**config.mk**
```make
export PLATFORM = sky130hd
export DESIGN_NAME = bcd_frequency_counter
export DESIGN_NICKNAME = d
export VERILOG_FILES = /design/src/rtl/freq_counter_pkg.sv /design/src/rtl/segment_scanner.sv /design/src/rtl/bcd_frequency_counter.sv
export SDC_FILE = /design/constraint.sdc
export NUM_CORES = 1
export LEC_CHECK = 0
export CORE_ASPECT_RATIO = 0.8
export CORE_MARGIN = 2
export CORE_UTILIZATION = 50
export CTS_BUF_LIST = sky130_fd_sc_hd__clkbuf_8
export CTS_CLUSTER_SIZE = 10
export DETAILED_ROUTE_END_ITERATION = 10
export GPL_ROUTABILITY_DRIVEN = 0
export GPL_TIMING_DRIVEN = 1
export PLACE_DENSITY_LB_ADDON = 0.3
export SLEW_MARGIN = 15
export SYNTH_ARGS = -nofsm -noshare
export SYNTH_HDL_FRONTEND = slang
export SYNTH_SLANG_ARGS = --single-unit
```
**constraint.sdc**
```tcl
create_clock -name clk -period 4.9 [get_ports clk]
set_input_delay 1.225 -clock clk [delete_from_list [all_inputs] [get_ports clk]]
set_output_delay 1.225 -clock clk [all_outputs]
set_load 0.05 [all_outputs]
```
**src/rtl/freq_counter_pkg.sv**
```systemverilog
// Shared types and constants for the BCD frequency counter: seven-segment
// encodings (active-high, bit0=a .. bit6=g), the BCD digit type and the gate-period floor.
package freq_counter_pkg;

  typedef logic [3:0] bcd_digit_t;

  localparam logic [6:0] SEG_0     = 7'h3F;
  localparam logic [6:0] SEG_1     = 7'h06;
  localparam logic [6:0] SEG_2     = 7'h5B;
  localparam logic [6:0] SEG_3     = 7'h4F;
  localparam logic [6:0] SEG_4     = 7'h66;
  localparam logic [6:0] SEG_5     = 7'h6D;
  localparam logic [6:0] SEG_6     = 7'h7D;
  localparam logic [6:0] SEG_7     = 7'h07;
  localparam logic [6:0] SEG_8     = 7'h7F;
  localparam logic [6:0] SEG_9     = 7'h6F;
  localparam logic [6:0] SEG_BLANK = 7'h00;

  // A one-cycle window would make the terminal cycle permanent.
  localparam int PERIOD_MIN = 2;

  function automatic logic [6:0] seg_encode(input bcd_digit_t d);
    case (d)
      4'd0:    return SEG_0;
      4'd1:    return SEG_1;
      4'd2:    return SEG_2;
      4'd3:    return SEG_3;
      4'd4:    return SEG_4;
      4'd5:    return SEG_5;
      4'd6:    return SEG_6;
      4'd7:    return SEG_7;
      4'd8:    return SEG_8;
      4'd9:    return SEG_9;
      default: return SEG_BLANK;
    endcase
  endfunction

endpackage

```
**src/rtl/segment_scanner.sv**
```systemverilog
// Multiplexes the display digits onto one seven-segment bus: one digit per
// SCAN_CYCLES clocks, leading-zero blanking, registered decode aligned with digit_sel.
module segment_scanner
  import freq_counter_pkg::*;
#(
  parameter int DIGITS        = 3,
  parameter int SCAN_CYCLES   = 64,
  parameter bit BLANK_LEADING = 1'b1
) (
  input  logic                  clk,
  input  logic                  reset,
  input  logic [4*DIGITS-1:0]   digits,
  output logic [6:0]            segments,
  output logic [DIGITS-1:0]     digit_sel
);

  localparam int                SCAN_W    = (SCAN_CYCLES > 1) ? $clog2(SCAN_CYCLES) : 1;
  localparam logic [SCAN_W-1:0] SCAN_LAST = SCAN_W'(SCAN_CYCLES - 1);

  logic [SCAN_W-1:0] scan_cnt_q, scan_cnt_d;
  logic [DIGITS-1:0] digit_sel_q, digit_sel_d;
  logic [6:0]        segments_q, segments_d;
  logic [DIGITS-1:0] blank;
  bcd_digit_t        sel_digit;
  logic              sel_blank;

  // A digit is blank when it and everything above it are zero; digit 0 always shows.
  always_comb begin
    logic zero_above;
    zero_above = 1'b1;
    blank      = '0;
    for (int i = DIGITS - 1; i >= 0; i--) begin
      zero_above = zero_above & (digits[4*i +: 4] == 4'd0);
      blank[i]   = BLANK_LEADING && (i != 0) && zero_above;
    end
  end

  // Decode is taken from the next selection so digit_sel and segments move together.
  always_comb begin
    scan_cnt_d  = scan_cnt_q + 1'b1;
    digit_sel_d = digit_sel_q;
    if (scan_cnt_q == SCAN_LAST) begin
      scan_cnt_d  = '0;
      digit_sel_d = (digit_sel_q << 1) | (digit_sel_q >> (DIGITS - 1));
    end
    sel_digit = '0;
    sel_blank = 1'b0;
    for (int i = 0; i < DIGITS; i++) begin
      if (digit_sel_d[i]) begin
        sel_digit = digits[4*i +: 4];
        sel_blank = blank[i];
      end
    end
    segments_d = sel_blank ? SEG_BLANK : seg_encode(sel_digit);
  end

  always_ff @(posedge clk) begin
    if (reset) begin
      scan_cnt_q  <= '0;
      digit_sel_q <= DIGITS'(1);
      segments_q  <= SEG_0;
    end else begin
      scan_cnt_q  <= scan_cnt_d;
      digit_sel_q <= digit_sel_d;
      segments_q  <= segments_d;
    end
  end

  assign segments  = segments_q;
  assign digit_sel = digit_sel_q;

endmodule

```
**src/rtl/bcd_frequency_counter.sv**
```systemverilog
// Gated frequency counter: counts rising edges of an asynchronous pin over a
// loadable window of clocks directly in saturating BCD and shows the last result.
module bcd_frequency_counter
  import freq_counter_pkg::*;
#(
  parameter int DIGITS         = 3,
  parameter int PERIOD_BITS    = 16,
  parameter int DEFAULT_PERIOD = 1200,
  parameter int SCAN_CYCLES    = 64,
  parameter bit BLANK_LEADING  = 1'b1
) (
  input  logic                   clk,
  input  logic                   reset,
  input  logic                   signal,
  input  logic [PERIOD_BITS-1:0] period,
  input  logic                   period_load,
  output logic [6:0]             segments,
  output logic [DIGITS-1:0]      digit_sel,
  output logic                   overflow,
  output logic                   valid
);

  localparam int                     ACC_W        = 4 * DIGITS;
  localparam logic [PERIOD_BITS-1:0] PERIOD_RST   = PERIOD_BITS'(DEFAULT_PERIOD);
  localparam logic [PERIOD_BITS-1:0] PERIOD_FLOOR = PERIOD_BITS'(PERIOD_MIN);

  logic                   sync1_q, sync2_q, sync3_q;
  logic [PERIOD_BITS-1:0] gate_cnt_q, gate_cnt_d;
  logic [PERIOD_BITS-1:0] period_q, period_d;
  logic [ACC_W-1:0]       acc_q, acc_d, acc_inc;
  logic [ACC_W-1:0]       disp_q, disp_d;
  logic                   sat_q, sat_d, sat_next;
  logic                   overflow_q, overflow_d;
  logic                   valid_q, valid_d;
  logic                   detect, tc, all_nines;

  assign detect = sync2_q & ~sync3_q;
  assign tc     = (gate_cnt_q == period_q - 1'b1);

  // Decimal ripple increment; once every digit is 9 the pulse is dropped.
  always_comb begin
    logic carry;
    all_nines = 1'b1;
    for (int i = 0; i < DIGITS; i++) begin
      all_nines = all_nines & (acc_q[4*i +: 4] == 4'd9);
    end
    carry   = detect & ~all_nines;
    acc_inc = acc_q;
    for (int i = 0; i < DIGITS; i++) begin
      if (carry) begin
        if (acc_q[4*i +: 4] == 4'd9) begin
          acc_inc[4*i +: 4] = 4'd0;
        end else begin
          acc_inc[4*i +: 4] = acc_q[4*i +: 4] + 4'd1;
          carry             = 1'b0;
        end
      end
    end
    sat_next = sat_q | (detect & all_nines);
  end

  // NOTE: every signal driven here gets a default first, so no latch is inferred.
  always_comb begin
    period_d   = period_q;
    gate_cnt_d = tc ? '0 : gate_cnt_q + 1'b1;
    acc_d      = acc_inc;
    sat_d      = sat_next;
    disp_d     = disp_q;
    overflow_d = overflow_q;
    valid_d    = 1'b0;
    if (period_load) begin
      // Load beats TC: the partial window is thrown away and nothing is published.
      period_d   = (period < PERIOD_FLOOR) ? PERIOD_FLOOR : period;
      gate_cnt_d = '0;
      acc_d      = '0;
      sat_d      = 1'b0;
    end else if (tc) begin
      disp_d     = acc_inc;
      overflow_d = sat_next;
      valid_d    = 1'b1;
      acc_d      = '0;
      sat_d      = 1'b0;
    end
  end

  // NOTE: non-blocking assignments make every flop sample pre-edge values,
  // which is what lets the synchroniser chain shift by exactly one stage.
  always_ff @(posedge clk) begin
    if (reset) begin
      sync1_q    <= 1'b0;
      sync2_q    <= 1'b0;
      sync3_q    <= 1'b0;
      gate_cnt_q <= '0;
      period_q   <= PERIOD_RST;
      acc_q      <= '0;
      sat_q      <= 1'b0;
      disp_q     <= '0;
      overflow_q <= 1'b0;
      valid_q    <= 1'b0;
    end else begin
      sync1_q    <= signal;
      sync2_q    <= sync1_q;
      sync3_q    <= sync2_q;
      gate_cnt_q <= gate_cnt_d;
      period_q   <= period_d;
      acc_q      <= acc_d;
      sat_q      <= sat_d;
      disp_q     <= disp_d;
      overflow_q <= overflow_d;
      valid_q    <= valid_d;
    end
  end

  assign overflow = overflow_q;
  assign valid    = valid_q;

  segment_scanner #(
    .DIGITS        (DIGITS),
    .SCAN_CYCLES   (SCAN_CYCLES),
    .BLANK_LEADING (BLANK_LEADING)
  ) u_scanner (
    .clk       (clk),
    .reset     (reset),
    .digits    (disp_q),
    .segments  (segments),
    .digit_sel (digit_sel)
  );

endmodule

```
==> flow_summary.toml, run 1 <==
[place]
hpwl_microns = 6170
io_buffers = 31

[timing]
fin_crit_ns = 3.39
hold_viol = 0
finalCritPeriodShare_pct = 69.2
setup_violations = 0
worstMarginPinSlew_ns = 1.04
max_clock_freq_mhz = 295
setup-tns-final_ns = 0
finClkSkew_ns = 0.00739
relSlewSlack_pct = 30.3
rsz0062_at_grt = "no"
maxSlewViolCount = 0
hold_ws_ns = 0.466

[clock_network]
clock_sinks = 78
cts_buffers = 9
cts_hold_buffers = 0
cts.clk_slew.worst_paths_ns = 0.08
post_cts_resized = 0
cts_tree = "yes"
cts_buffer_depth = 2
cts_setup_buffers = 0
clk_latency_ns = 0.35
cts_root_buffer = "clkbuf_8"
htreeDepth = 3

[worst_hold_path]
hold_path_class = "reg -> reg"

[outcome]
outcome = "complete, no violations"

[cells_and_area]
mostFrequentLayoutCells = "dfxtp_1 (78), nor3_1 (39), nor2_1 (31), nand2_1 (31), clkdlybuf4s50_1 (31)"
area_growth_pct = 14.9
layout_commonest_cell = "dfxtp_1"
drive_gt1_share_pct = 6.22
final_nets = 505
diodes = 0

[worst_setup_path]
critical_path_class = "reg -> reg"
critPathLaunchType = "flop"
critPathCaptureType = "flop"
path_max_fanout = 29
arrival_ns = 3.58
cp.required_ns = 5.10

[floorplan]
rows = 28
start_util_pct = 52.1
die_x_microns = 103
die_area_sq_um = 8510
dieHeight_microns = 82.9
core_area_sq_um = 7460
ios = 32

[power_and_ir_drop]
leakagePower_nw = 1.62
powerDensity_nw_per_um2 = 279
ir_worst_vdd_uv = 122

[global_routing]
track_usage_pct = 21.2
grt_overflow = 0
grt_pass1_wl_microns = 14400
grt_pass1_vias = 2960
grt_max_degree = 39
grt_antenna_before_repair = 0

[routing]
drt_iter0_drc = 200
drc_errors = 0
via_per_inst = 5.65
wl_microns = 8760
num_vias = 3316
first_pass_iters = 4
ant_nets = 0
wire_per_inst_microns = 14.9

[logic_synthesis]
synth_edf_count = 0
yosysWarningCount = 0
syn_inst = 453
async_reset_ff_share_pct = 0
synthesis.area_sq_um = 3890
ys.flop_type = "dfxtp_1"
yosysSeqAreaShare_pct = 40.1
syn_avg_cell_area_sq_um = 8.59
synth_largest_area_cell = "dfxtp_1"
ys_ff_latch = 78
synth_top_area_share_pct = 40.1
synthTopCellsByArea = "dfxtp_1 (40%), xnor2_1 (5.6%), nor3_1 (5.0%)"
synth_cell_types = 57
synth.net_count = 481

[run]
maxCapViolations = 0
==> routing by layer <==
layer	wire length (microns)	vias up	share of wire (%)	track usage (%)
li1	-	1665	-	-
met1	4450	1568	51	31.8
met2	3820	78	44	30.0
met3	423	5	4.8	5.81
met4	70	0	0.80	5.09
met5	0	-	0	0
==> final cells by class <==
type                    count  area (sq um)
inverters                  17          63.8
multi-input cells         337          2180
flip-flops and latches     78          1560
clock buffers               9           124
repair buffers             34           333
well taps                 105           131
clock inverters             7          80.1
fillers                   656          2990
==> worst max-delay path: stages, from the launching register on <==
cell and delay, ns:
dfxtp_1 0.36, inv_1 0.07, ha_1 0.20, or4b_4 0.51, or2_2 0.30, o31ai_1 0.30, nand4_1 0.74, nor2_1 0.29
buf_4 0.34, nor3_1 0.12
==> per-stage QoR <==
| step | cells | worst slack, ns | instance area [sq um] | utilization [%] | power, mW |
|---|---|---|---|---|---|
| 3_5_place_dp | 571 | 1.59 | 4270 | 57.2 | 0.762 |
| 4_1_cts | 587 | 1.53 | 4470 | 59.9 | 1.26 |
| 6_report | 587 | 1.51 | 4470 | 59.9 | 1.25 |
| 3_3_place_gp | 571 | 1.64 | 4270 | 57.2 | 0.760 |
| 5_1_grt | 587 | 1.24 | 4470 | 59.9 | 1.29 |
| 2_1_floorplan | 453 | 2.20 | 3890 | - | 0.728 |
==> report_power, final <==
part	internal (mW)	switching (mW)
clock	0.241	0.256
sequential	0.646	0.0138
combinational	0.0430	0.0460
==> logic make-up after synthesis <==
kind of cell	Yosys count	share of synthesized area, %
XOR/XNOR	46	10.4
multiplexers	16	4.15
buffers and inverters	38	3.92
AND/OR/NAND/NOR	182	24.7
adder cells (fa/ha/maj)	8	2.57
flip-flops	78	40.1
AO/OA/AOI/OAI	85	14.1
==> Yosys cell counts (all sizes together), types with 4 or more instances <==
library cell	number
dfxtp	78
nor3	39
nand2	31
nor2	31
a21oi	28
xnor2	25
xor2	21
o21ai	20
clkbuf	17
or3	17
inv	16
mux2i	15
nand3	14
ha	8
nand4	8
nor2b	7
a21o	6
nor4	6
nor3b	5
or4	5
buf	4
o221ai	4
==> flip-flops by register name, summed over array words and instances, names as in the netlist, 3 cells and up <==
register / cells
u_scanner.digit_sel: 3
u_scanner.scan_cnt_q: 6
u_scanner.segments: 7
disp_q: 12
acc_q: 12
period_q: 16
gate_cnt_q: 16
==> path summary, 6_finish.rpt <==
kind / start / endpoint / slack (ns) / cells past startpoint
setup reg to reg: period_q[0] / acc_q[9] / 1.51 / 9
hold reg to reg: u_scanner.scan_cnt_q[0] / u_scanner.scan_cnt_q[0] / 0.47 / 1
hold / removal: u_scanner.scan_cnt_q[0] / u_scanner.scan_cnt_q[0] / 0.47 / 1
setup / recovery: period_q[0] / acc_q[9] / 1.51 / 9
No activity file was read; power rests on OpenSTA's default activity.
==> run 2: changes to the inputs <==
==> constraint.sdc (replaced) <==
create_clock -name clk -period 3.2 [get_ports clk]
set_input_delay 0.8 -clock clk [delete_from_list [all_inputs] [get_ports clk]]
set_output_delay 0.8 -clock clk [all_outputs]
set_load 0.05 [all_outputs]
==> run 2 against run 1 <==
Against the previous run: register-to-register slack got worse by 1.3 ns; via count increased by 0.66%; fmax rose by 15%; total power up 51%; critical path depth unchanged; largest cell class unchanged.
==> flow_summary.toml, run 2 (same netlist as run 1, synthesis figures left out) <==
[place]
dp_slack_ns = 0.115
hpwl_microns = 6360
io_buffers = 31
place_area_sq_um = 4290

[timing]
maxSlewViolCount = 0
hold_viol = 0
relSlewSlack_pct = 54.3
fin_crit_ns = 2.94
rsz0062_at_grt = "no"
finClkSkew_ns = 0.00801
worst_slack_ns = 0.260
setup_violations = 0
max_clock_freq_mhz = 340
setup-tns-final_ns = 0
finalCritPeriodShare_pct = 91.9
worstMarginPinSlew_ns = 0.679

[clock_network]
cts_hold_buffers = 0
cts_tree = "yes"
cts_root_buffer = "clkbuf_8"
cts_buffers = 9
clock_sinks = 78
clk_latency_ns = 0.35
htreeDepth = 3
cts_buffer_depth = 2
cts.clk_slew.worst_paths_ns = 0.08

[cells_and_area]
mostFrequentLayoutCells = "dfxtp_1 (78), nor3_1 (39), nand2_1 (31), clkdlybuf4s50_1 (31), nor2_1 (30)"
stdcell_area_sq_um = 4500
drive_gt1_share_pct = 6.80
diodes = 0
area_growth_pct = 15.6
final_nets = 508
layout_commonest_cell = "dfxtp_1"
largestRegisters = "gate_cnt_q (16), period_q (16)"

[routing]
wire_per_inst_microns = 15.0
routed-wl-met2_microns = 3780
num_vias = 3338
wl_met3_microns = 520
first_pass_iters = 4
drt_iter0_drc = 206
wl_microns = 8840
ant_nets = 0
drc_errors = 0
drt-met1-wl_microns = 4450
routed.top_layer = "met4"
via_per_inst = 5.66

[floorplan]
core_area_sq_um = 7460
rows = 28
ios = 32
dieHeight_microns = 82.9
die_area_sq_um = 8510
die_x_microns = 103
start_util_pct = 52.1

[worst_setup_path]
path_max_fanout = 26
cp.required_ns = 3.48
rrSetupSlack_ns = 0.26
arrival_ns = 3.22
critPathCaptureType = "flop"
critical_path_class = "reg -> reg"
critPathLaunchType = "flop"

[global_routing]
grt_pass1_vias = 3120
grt_pass1_wl_microns = 14900
grt_max_degree = 39
grt_overflow = 0
grt_antenna_before_repair = 0
track_usage_pct = 21.8

[run]
maxCapViolations = 0

[power_and_ir_drop]
leakagePower_nw = 1.65
powerDensity_nw_per_um2 = 419
ir_worst_vdd_uv = 193

[outcome]
outcome = "complete, no violations"

[worst_hold_path]
hold_path_class = "reg -> reg"
-- run 2: per-stage QoR --
step / util (%) / cells / power (mW) / hold WS [ns]
2_1_floorplan: - / 453 / 1.12 / 0.414
3_3_place_gp: 57.5 / 574 / 1.16 / 0.427
3_5_place_dp: 57.5 / 574 / 1.17 / 0.441
4_1_cts: 60.2 / 590 / 1.90 / 0.463
5_1_grt: 60.3 / 590 / 1.96 / 0.470
6_report: 60.3 / 590 / 1.88 / 0.458
-- run 2: path summary, 6_finish.rpt --
check	startpoint	endpoint	depth (start not counted)
max	period_q[0]	overflow	9
min	sync1_q	sync2_q	1
max reg2reg	period_q[0]	overflow	9
min reg2reg	sync1_q	sync2_q	1
-- run 2: area by class of cell --
cell class	count	area, sq um
Fill cell	624	2970
Sequential cell	78	1560
Clock inverter	5	48.8
Clock buffer	11	151
Timing Repair Buffer	37	355
Multi-Input combinational cell	337	2180
Inverter	17	63.8
Tap cell	105	131
-- run 2: routing by layer --
layer  track usage (%)  vias to the layer above
met5                 0                        -
met4              7.27                        0
met3              6.31                       11
met2              30.1                       94
met1              32.2                     1552
li1                  -                     1681
-- run 2: power breakdown --
group          total (mW)  internal (mW)  leakage (nW)  switching [mW]
logic               0.137         0.0666         0.903          0.0699
clock network       0.736          0.396         0.110           0.340
registers            1.01          0.990         0.634          0.0203
total                1.88           1.45          1.65           0.430
-- run 2: critical path, stage by stage (launching register included) --
cell,delay [ns]
dfxtp_1,0.34
inv_1,0.06
ha_1,0.20
or4b_4,0.51
or4_1,0.43
xnor2_1,0.14
nand4_1,0.11
a311o_2,0.53
or3_1,0.39
a21oi_1,0.14
-- run 2: what timing repair did --
| item | in CTS | in global routing |
|---|---|---|
| resized for setup | 0 | 2 |
| buffers inserted | 0 | 0 |
| setup endpoints to repair | 0 | 2 |
| endpoints found under the hold margin | 0 | 0 |
